===== src/rtl/cp0_pkg.sv =====
// Shared constants for the CP0 timer/interrupt unit: register addresses,
// IntCtl field positions, vector offsets and the VS legality check.
package cp0_pkg;

  localparam int CP0_ADDR_W = 5;

  // IntCtl has no sel field on this write bus, so it is given its own slot.
  localparam logic [CP0_ADDR_W-1:0] CP0_REG_COUNT   = 5'd9;
  localparam logic [CP0_ADDR_W-1:0] CP0_REG_COMPARE = 5'd11;
  localparam logic [CP0_ADDR_W-1:0] CP0_REG_INTCTL  = 5'd21;

  localparam int INTCTL_IPTI_LSB = 29;
  localparam int INTCTL_VS_LSB   = 5;

  localparam logic [31:0] VEC_OFF_GENERAL = 32'h0000_0180;
  localparam logic [31:0] VEC_OFF_IV      = 32'h0000_0200;

  function automatic logic vs_legal(input logic [4:0] vs);
    return (vs == 5'd0) || (vs == 5'd1) || (vs == 5'd2) ||
           (vs == 5'd4) || (vs == 5'd8) || (vs == 5'd16);
  endfunction

endpackage


===== src/rtl/cp0_int_sync.sv =====
// Multi-flop synchroniser for asynchronous level interrupt lines.
module cp0_int_sync #(
  parameter int WIDTH  = 6,
  parameter int STAGES = 2
) (
  input  logic             clk,
  input  logic             rst,
  input  logic [WIDTH-1:0] i_d,
  output logic [WIDTH-1:0] o_q
);

  logic [STAGES-1:0][WIDTH-1:0] r_sync;

  always_ff @(posedge clk) begin
    if (rst) begin
      r_sync <= '0;
    end else begin
      r_sync[0] <= i_d;
      for (int i = 1; i < STAGES; i++) begin
        r_sync[i] <= r_sync[i-1];
      end
    end
  end

  assign o_q = r_sync[STAGES-1];

endmodule


===== src/rtl/cp0_intc.sv =====
// CP0 Count/Compare timer with prescaler, pending-IP register, registered
// priority-encoded interrupt request and IntCtl.VS vector offset.
module cp0_intc
  import cp0_pkg::*;
#(
  parameter int NUM_HW_INT  = 6,
  parameter int SYNC_STAGES = 2,
  parameter int COUNT_DIV   = 2,
  parameter int TIMER_IP    = 7
) (
  input  logic                  clk,
  input  logic                  rst,
  input  logic [NUM_HW_INT-1:0] hw_int_i,
  input  logic [1:0]            sw_int_i,
  input  logic [31:0]           status_i,
  input  logic                  cause_iv_i,
  input  logic                  cause_dc_i,
  input  logic                  we_i,
  input  logic [CP0_ADDR_W-1:0] waddr_i,
  input  logic [31:0]           data_i,
  output logic [31:0]           count_o,
  output logic [31:0]           compare_o,
  output logic [31:0]           intctl_o,
  output logic [7:0]            ip_o,
  output logic                  timer_int_o,
  output logic                  int_req_o,
  output logic [2:0]            int_num_o,
  output logic [31:0]           vector_offset_o
);

  localparam int PW = (COUNT_DIV > 1) ? $clog2(COUNT_DIV) : 1;

  logic [PW-1:0]         r_presc;
  logic [31:0]           r_count;
  logic [31:0]           r_compare;
  logic                  r_armed;
  logic                  r_timer;
  logic [4:0]            r_vs;
  logic [7:0]            r_ip;
  logic                  r_int_req;
  logic [2:0]            r_int_num;

  logic [NUM_HW_INT-1:0] w_hw_sync;
  logic                  w_cnt_wr;
  logic                  w_cmp_wr;
  logic                  w_ictl_wr;
  logic                  w_inc;
  logic [31:0]           w_count_nxt;
  logic                  w_match;
  logic [7:0]            w_ip_nxt;
  logic [7:0]            w_masked;
  logic [2:0]            w_num_nxt;
  logic                  w_req_nxt;
  logic [31:0]           w_vs_step;
  logic                  w_unused;

  cp0_int_sync #(
    .WIDTH  (NUM_HW_INT),
    .STAGES (SYNC_STAGES)
  ) u_sync (
    .clk (clk),
    .rst (rst),
    .i_d (hw_int_i),
    .o_q (w_hw_sync)
  );

  assign w_cnt_wr    = we_i && (waddr_i == CP0_REG_COUNT);
  assign w_cmp_wr    = we_i && (waddr_i == CP0_REG_COMPARE);
  assign w_ictl_wr   = we_i && (waddr_i == CP0_REG_INTCTL);
  assign w_inc       = !cause_dc_i && (r_presc == PW'(COUNT_DIV - 1));
  assign w_count_nxt = r_count + 32'd1;
  // Only a real tick can match; a Count write landing on Compare is silent.
  assign w_match     = w_inc && !w_cnt_wr && r_armed && (w_count_nxt == r_compare);

  always_ff @(posedge clk) begin
    if (rst) begin
      r_presc   <= '0;
      r_count   <= '0;
      r_compare <= '0;
      r_armed   <= 1'b0;
      r_timer   <= 1'b0;
      r_vs      <= '0;
    end else begin
      if (w_cnt_wr) begin
        r_count <= data_i;
        r_presc <= '0;
      end else if (!cause_dc_i) begin
        r_presc <= w_inc ? '0 : r_presc + PW'(1);
        if (w_inc) r_count <= w_count_nxt;
      end

      if (w_cmp_wr) begin
        r_compare <= data_i;
        r_timer   <= 1'b0;
        r_armed   <= 1'b1;
      end else if (w_match) begin
        r_timer <= 1'b1;
      end

      if (w_ictl_wr && vs_legal(data_i[INTCTL_VS_LSB +: 5])) begin
        r_vs <= data_i[INTCTL_VS_LSB +: 5];
      end
    end
  end

  always_comb begin
    w_ip_nxt                  = '0;
    w_ip_nxt[1:0]             = sw_int_i;
    w_ip_nxt[2 +: NUM_HW_INT] = w_hw_sync;
    w_ip_nxt[TIMER_IP]        = w_ip_nxt[TIMER_IP] | r_timer;
  end

  // Masking uses the registered IP so the request lags ip_o by one cycle.
  assign w_masked  = r_ip & status_i[15:8];
  assign w_req_nxt = status_i[0] && !status_i[1] && !status_i[2] && (|w_masked);

  always_comb begin
    w_num_nxt = 3'd0;
    for (int i = 0; i < 8; i++) begin
      if (w_masked[i]) w_num_nxt = 3'(i);
    end
  end

  always_ff @(posedge clk) begin
    if (rst) begin
      r_ip      <= '0;
      r_int_req <= 1'b0;
      r_int_num <= '0;
    end else begin
      r_ip      <= w_ip_nxt;
      r_int_req <= w_req_nxt;
      r_int_num <= w_num_nxt;
    end
  end

  assign w_vs_step = {22'd0, r_vs, 5'd0};

  always_comb begin
    vector_offset_o = VEC_OFF_GENERAL;
    if (cause_iv_i) begin
      if (r_vs == 5'd0) vector_offset_o = VEC_OFF_IV;
      else vector_offset_o = VEC_OFF_IV + ({29'd0, r_int_num} * w_vs_step);
    end
  end

  assign count_o     = r_count;
  assign compare_o   = r_compare;
  assign intctl_o    = {3'(TIMER_IP), 19'd0, r_vs, 5'd0};
  assign ip_o        = r_ip;
  assign timer_int_o = r_timer;
  assign int_req_o   = r_int_req;
  assign int_num_o   = r_int_num;

  assign w_unused = &{1'b0, status_i[31:16], status_i[7:3]};

endmodule


===== config.mk =====
export PLATFORM = sky130hd
export DESIGN_NAME = cp0_intc
export DESIGN_NICKNAME = d
export VERILOG_FILES = /design/src/rtl/cp0_pkg.sv /design/src/rtl/cp0_int_sync.sv /design/src/rtl/cp0_intc.sv
export SDC_FILE = /design/constraint.sdc
export NUM_CORES = 1
export LEC_CHECK = 0
export ABC_AREA = 0
export BUFFER_PORTS_ARGS = -buffer_cell sky130_fd_sc_hd__buf_2
export CAP_MARGIN = 20
export CORE_UTILIZATION = 45
export CTS_CLUSTER_DIAMETER = 50
export DETAILED_ROUTE_END_ITERATION = 10
export GPL_TIMING_DRIVEN = 0
export PLACE_DENSITY = 0.74
export SLEW_MARGIN = 20
export SYNTH_ARGS = -nofsm -noshare
export SYNTH_HDL_FRONTEND = slang
export SYNTH_SLANG_ARGS = --single-unit

===== constraint.sdc =====
create_clock -name clk -period 2.74 [get_ports clk]
set_clock_uncertainty 0.05 [all_clocks]
set_input_delay 0.411 -clock clk [delete_from_list [all_inputs] [get_ports clk]]
set_output_delay 0.411 -clock clk [all_outputs]
set_load 0.005 [all_outputs]

**Word-level counts from Yosys, hierarchy flattened**

Index checks and enable logic that the tools add are counted.

- $add $sub $neg: 3
- Multipliers: 1
- Div/mod/pow operators: 0
- Magnitude comparators: 0
- Equality and inequality tests: 10
- Shift operators: 0
- Mux-type cells: 13
- Bitwise operators: 2
- Reductions and logical operators: 27

Operators with widths:

| cell | number |
|---|---|
| 2-to-1 mux 32 bit | 3 |
| adder 32 x 1 -> 32 bit, second input constant | 1 |
| equality test 32 bit | 1 |
| 2-to-1 mux 14 bit | 2 |
| 2-to-1 mux 3 bit | 6 |
| equality test 5 x 4 -> 1 bit, second input constant | 3 |
| adder 10 x 13 -> 14 bit, first input constant | 1 |
| logical AND 1 bit | 11 |
| equality test 5 bit, second input constant | 2 |
| zero test 5 bit | 2 |
| AND 8 bit | 1 |
| multiplier 3 x 5 -> 8 bit | 1 |
| OR reduction 8 bit | 1 |
| equality test 5 x 1 -> 1 bit, second input constant | 1 |
| equality test 5 x 2 -> 1 bit, second input constant | 1 |
| equality test 5 x 3 -> 1 bit, second input constant | 1 |
| logical OR 1 bit | 5 |
| zero test 1 bit | 4 |
| OR reduction 2 bit | 2 |
| 2-to-1 mux 1 bit | 2 |
| inequality test 2 x 1 -> 1 bit, second input constant | 1 |
| AND reduction 2 bit | 1 |
| nonzero test 2 bit | 1 |
| adder 1 bit, second input constant | 1 |
| bitwise OR 1 bit | 1 |

- Register bits after elaboration: 96
- Bits in latches: 0
- Memory bits (writable): 0
- Bits in read-only memories: 0
- Input port bits: 82
- Output and inout port bits: 141
- Word-level logic and storage cells: 67
- Memories kept: 0

**Logic depth before layout (Yosys ltp)**

- Word-level depth: 8
- Depth in mapped cells: 13
- Gate-level depth less buffers: 13

**Hierarchy**

A second synthesis with hierarchy kept.

- Cells, all modules: 731
- Area, all modules: 5873.1 um^2

By module, submodules not included:

| module | instances | cells an instance | area an instance (um^2) | seq. area each (um^2) |
|---|---|---|---|---|
| cp0_intc | 1 | 700 | 5461.5 | 1681.6 |
| cp0_int_sync | 1 | 31 | 411.6 | 240.2 |

**Worst setup path before layout**

OpenSTA, ideal clock, no wires.

- Path kind: register to output
- Start point: register r_int_num[2], in the netlist int_num_o[2]
- End point: output vector_offset_o[12]
- Data arrival time: 2396 ps
- Required time: 2279 ps
- Slack: -117 ps
- Cell stages (with the launch flop): 14
- Buffers on the path: 0
- Cell sequence: dfxtp_1 > nand2_1 > fa_1 > inv_1 > ha_1 > inv_1 > fa_1 > inv_1 > a21o_1 > a21oi_1 > xnor2_1 > nand3_1 > xnor2_1 > nor2_1

- Word-level cells in the longest chain between the ends: 4

Ends and longest elaborated chain:

| item | line | RTL |
|---|---|---|
| start, declared | cp0_intc.sv:41 | `logic [2:0] r_int_num;` |
| start signal, assigned | cp0_intc.sv:132 | `r_int_num <= w_num_nxt;` |
| multiplier 3 x 5 -> 8 bit | cp0_intc.sv:142 | `else vector_offset_o = VEC_OFF_IV + ({29'd0, r_int_num} * w_vs_step);` |
| adder 10 x 13 -> 14 bit | cp0_intc.sv:142 |  |
| 2-to-1 mux 14 bit | cp0_intc.sv:141 | `if (r_vs == 5'd0) vector_offset_o = VEC_OFF_IV;` |
| 2-to-1 mux 14 bit | cp0_intc.sv:140 | `if (cause_iv_i) begin` |
| end, declared | cp0_intc.sv:28 | `output logic [31:0] vector_offset_o` |

No other way between the ends.

**Final worst setup path**

- Start point: register r_vs[3]
- End point: output vector_offset_o[10]

- Word-level cells in the longest chain between the ends: 4
- Elaborated cells on any way between the ends: 5
- Classes of those cells: add/sub (1); mul (1); mux (2); reduce/logical (1)

Ends and longest elaborated chain:

| item | line | RTL |
|---|---|---|
| start, declared | cp0_intc.sv:38 | `logic [4:0] r_vs;` |
| start signal, assigned | cp0_intc.sv:101 | `r_vs <= data_i[INTCTL_VS_LSB +: 5];` |
| multiplier 3 x 5 -> 8 bit | cp0_intc.sv:142 |  |
| adder 10 x 13 -> 14 bit | cp0_intc.sv:142 |  |
| 2-to-1 mux 14 bit (*) | cp0_intc.sv:141 |  |
| 2-to-1 mux 14 bit (*) | cp0_intc.sv:140 |  |

Mark *: on every way between the ends. The rest lies on a longest branch, timed or not.

==> impl_metrics.yaml <==
outcome:
  status: "finished, violations left"
  violations: "negative setup slack"
routing:
  drt-wirelength-per-cell_um: 14.8
  drt_iter0_markers: 335
  wirelength_um: 16700
  vias: 5693
  drtPass1Iterations: 5
  vias_per_cell: 5.05
  drc: 0
  ant_nets: 0
power:
  p_int_uw: 2480
  netSwitchingFraction_pct: 22.9
  power_frac_seq_pct: 44.8
  p_sw_uw: 736
  pwr-share-comb_pct: 9.1
  ir_worst_vdd_v: 0.000321
  clockPowerShare_pct: 46.2
  power_density_nw_per_um2: 425
  p_leak_uw: 0.00339
global_routing:
  grt_pass1_vias: 4889
  grt_use_met2_pct: 40.5
  busiest_layer: "met2"
  overflow: 0
  track_usage_pct: 24.6
  antenna_found_initial: 0
  grt_pass1_wl_um: 25500
  grt_use_met1_pct: 32.7
  grt_max_degree: 17
  grtUsageMet3_pct: 4.72
synthesis:
  ys_async_sr_fraction_pct: 0
  synth_cells: 731
  ys.flop_type: "dfxtp_1"
  synth_enable_flop_cells: 0
  ys_seq_elements: 96
  synth.yosys.warnings: 0
  syn-cell-area_um2: 5880
  synthesis.area_per_instance_um2: 8.04
  ys_types: 69
  synth.yosys.seq_area_share_pct: 32.7
final_layout:
  nets: 1045
  stdcell_count: 1127
  syn_to_final_growth_pct: 28.7
  drive_above_1_share_pct: 29.8
  antenna-diode-count: 0
setup_path:
  startpoint_type: "flop"
  crit_path_end_kind: "output port"
  reg2reg_depth: 9
  cpPeakStageDelay_ps: 570
  path_depth: 10
  worstPathRequired_ps: 2280
  path_class: "reg -> out"
  critPathBufInv: 2
  worstPathCellList: "nand2_2 -> fa_1 -> inv_1 -> ha_1 -> a21o_1 -> a21oi_2 -> xnor2_1 -> ha_2 -> and3_1 -> buf_2"
  cp_slowest_cell: "fa_1"
  worstSetupStartpoint: "r_vs[3]$_SDFFE_PP0P_"
  cp.arrival_ps: 2740
  crit_end: "vector_offset_o[10]"
  r2r_slack_ps: 130
  r2r_start: "count_o[0]$_SDFFE_PP0P_"
  critPathTopFamily: "adder cells"
  path_max_fanout: 4
  timing.rr.end: "timer_int_o$_SDFFE_PP0P_"
clock_tree:
  cts_hold_buf: 0
  root_buffer: "clkbuf_16"
  clockBufferDepth: 2
  htreeDepth: 3
  cts_sinks: 96
  clk_pin_slew_ps: 70
  cts_tree: "built"
  clock_latency_ps: 360
  numCtsBuffers: 9
timing:
  finalCritPeriodShare_pct: 117
  slew_headroom_pct: 36.8
  hold_viol: 0
  clock.fmax_mhz: 312
  hold_slack_ps: 212
  setup-violations-final: 5
  worst_pin_slew_ps: 941
  timing.final.ws_setup_ps: -462
  rsz0062_at_grt: "yes"
  period_needed_ps: 3200
  slew_viol_final: 0
placed_design:
  gp_congestion: 0.938
  placedCellCount: 1101
  hpwl_um: 12500
  portBuffers: 150
floorplan:
  design.die.area_um2: 13500
  core_um2: 12700
  ioPinCount: 223
  initial_utilization_pct: 46.4
  die_w_um: 116
  placementRows: 41
  die_h_um: 116
job:
  maxCapViolations: 0
min_path:
  hp-class: "in -> reg"
what timing repair did:
action | CTS | global route
buffers inserted | 9 | 2
pin swaps | 10 | 7
gates resized for setup | 22 | 3
setup endpoints to repair | 7 | 7
sequential cells by signal, summed over array words and instances, names as in the netlist:
signal	count
r_vs	5
r_presc	1
u_sync.o_q	6
u_sync.r_sync	6
int_req_o	1
compare_o	32
timer_int_o	1
int_num_o	3
r_armed	1
count_o	32
ip_o	8
worst min-delay path by stage:
stage,to,cells after the start,slack (ps),from
after floorplan,ip_o[7]$_SDFF_PP0_,2,360,u_sync.o_q[5]$_SDFF_PP0_
after global placement,ip_o[2]$_SDFF_PP0_,1,370,u_sync.o_q[0]$_SDFF_PP0_
after global routing,u_sync.r_sync[4]$_SDFF_PP0_,2,210,hw_int_i[4]
after detailed placement,u_sync.o_q[1]$_SDFF_PP0_,1,370,u_sync.r_sync[1]$_SDFF_PP0_
after CTS,u_sync.r_sync[2]$_SDFF_PP0_,2,200,hw_int_i[2]
final,u_sync.r_sync[2]$_SDFF_PP0_,2,210,hw_int_i[2]
power by group through the flow:
stage                     clock [uW]  combinational (uW)  sequential [uW]
final                           1490                 291             1440
after global routing            1550                 323             1440
after CTS                       1500                 286             1440
after detailed placement           0                 279             1480
after global placement             0                 277             1480
after floorplan                    0                 168             1470
through the flow:
step                      TNS [ps]  instance area (um^2)  utilization [%]  worst slack, ps  power, uW
final                        -1940                  7560             59.7             -462       3220
after global routing         -2680                  7560             59.7             -621       3320
after CTS                    -1980                  7540             59.5             -467       3220
after detailed placement     -1420                  7050             55.6             -582       1760
after global placement       -1200                  7050             55.6             -517       1750
after floorplan                  0                  6080                -             1.86       1640
per-layer routing:
metal,vias up,part of all wire (%)
met5,-,0
met2,208,47
li1,2842,-
met1,2626,45
met3,17,6.3
met4,0,1.3
area by class of cell:
class | instances | area (um^2)
timing repair buffer | 161 | 833
tap | 172 | 215
buffer | 95 | 589
inverter | 14 | 52.6
multi-input combinational | 573 | 3570
sequential | 96 | 1950
clock inverter | 6 | 115
clock buffer | 10 | 239
fill | 1201 | 5110
synthesized netlist by cell type (8+ instances only):
cell type  number  share of area [%]
mux2i_1         8                1.4
and3_1          8               0.85
nor3_1         13                1.1
dfxtp_1        96                 33
inv_1          14               0.89
nand3_1        24                2.0
a211oi_1       30                3.8
a21oi_1        46                3.9
nor2b_1        21                2.2
xor2_1         35                5.2
xnor2_1        46                6.9
ha_1            9                1.9
nand2_1        98                6.3
clkbuf_1       31                2.0
nor4_1         10                1.1
nor2_1         66                4.2
buf_4          57                7.3
nand4_1        16                1.7
o21ai_0         9               0.77
placed cells by master, fill, tap and decap left out, types with 9 or more instances in the layout:
master / count
a211oi_1: 30
a21oi_1: 44
buf_2: 155
buf_4: 68
clkbuf_1: 30
clkbuf_16: 9
conb_1: 50
dfxtp_1: 87
inv_1: 13
nand2_1: 95
nand3_1: 22
nand4_1: 16
nor2_1: 66
nor2b_1: 21
nor3_1: 13
nor4_1: 10
xnor2_1: 45
xor2_1: 35
logic make-up (layout without fill, tap and decap cells):
logic type | count (synthesis) | in the layout | synth area share (%)
other | 2 | 50 | 0.128
adder cells (fa/ha/maj) | 14 | 14 | 3.45
XOR/XNOR | 81 | 81 | 12.1
AND/OR/NAND/NOR | 301 | 301 | 26.2
buffers and inverters | 110 | 286 | 10.9
AO/OA/AOI/OAI | 119 | 119 | 13.1
multiplexers | 8 | 8 | 1.36
flip-flops | 96 | 96 | 32.7
No activity file was read; power rests on OpenSTA's default activity.
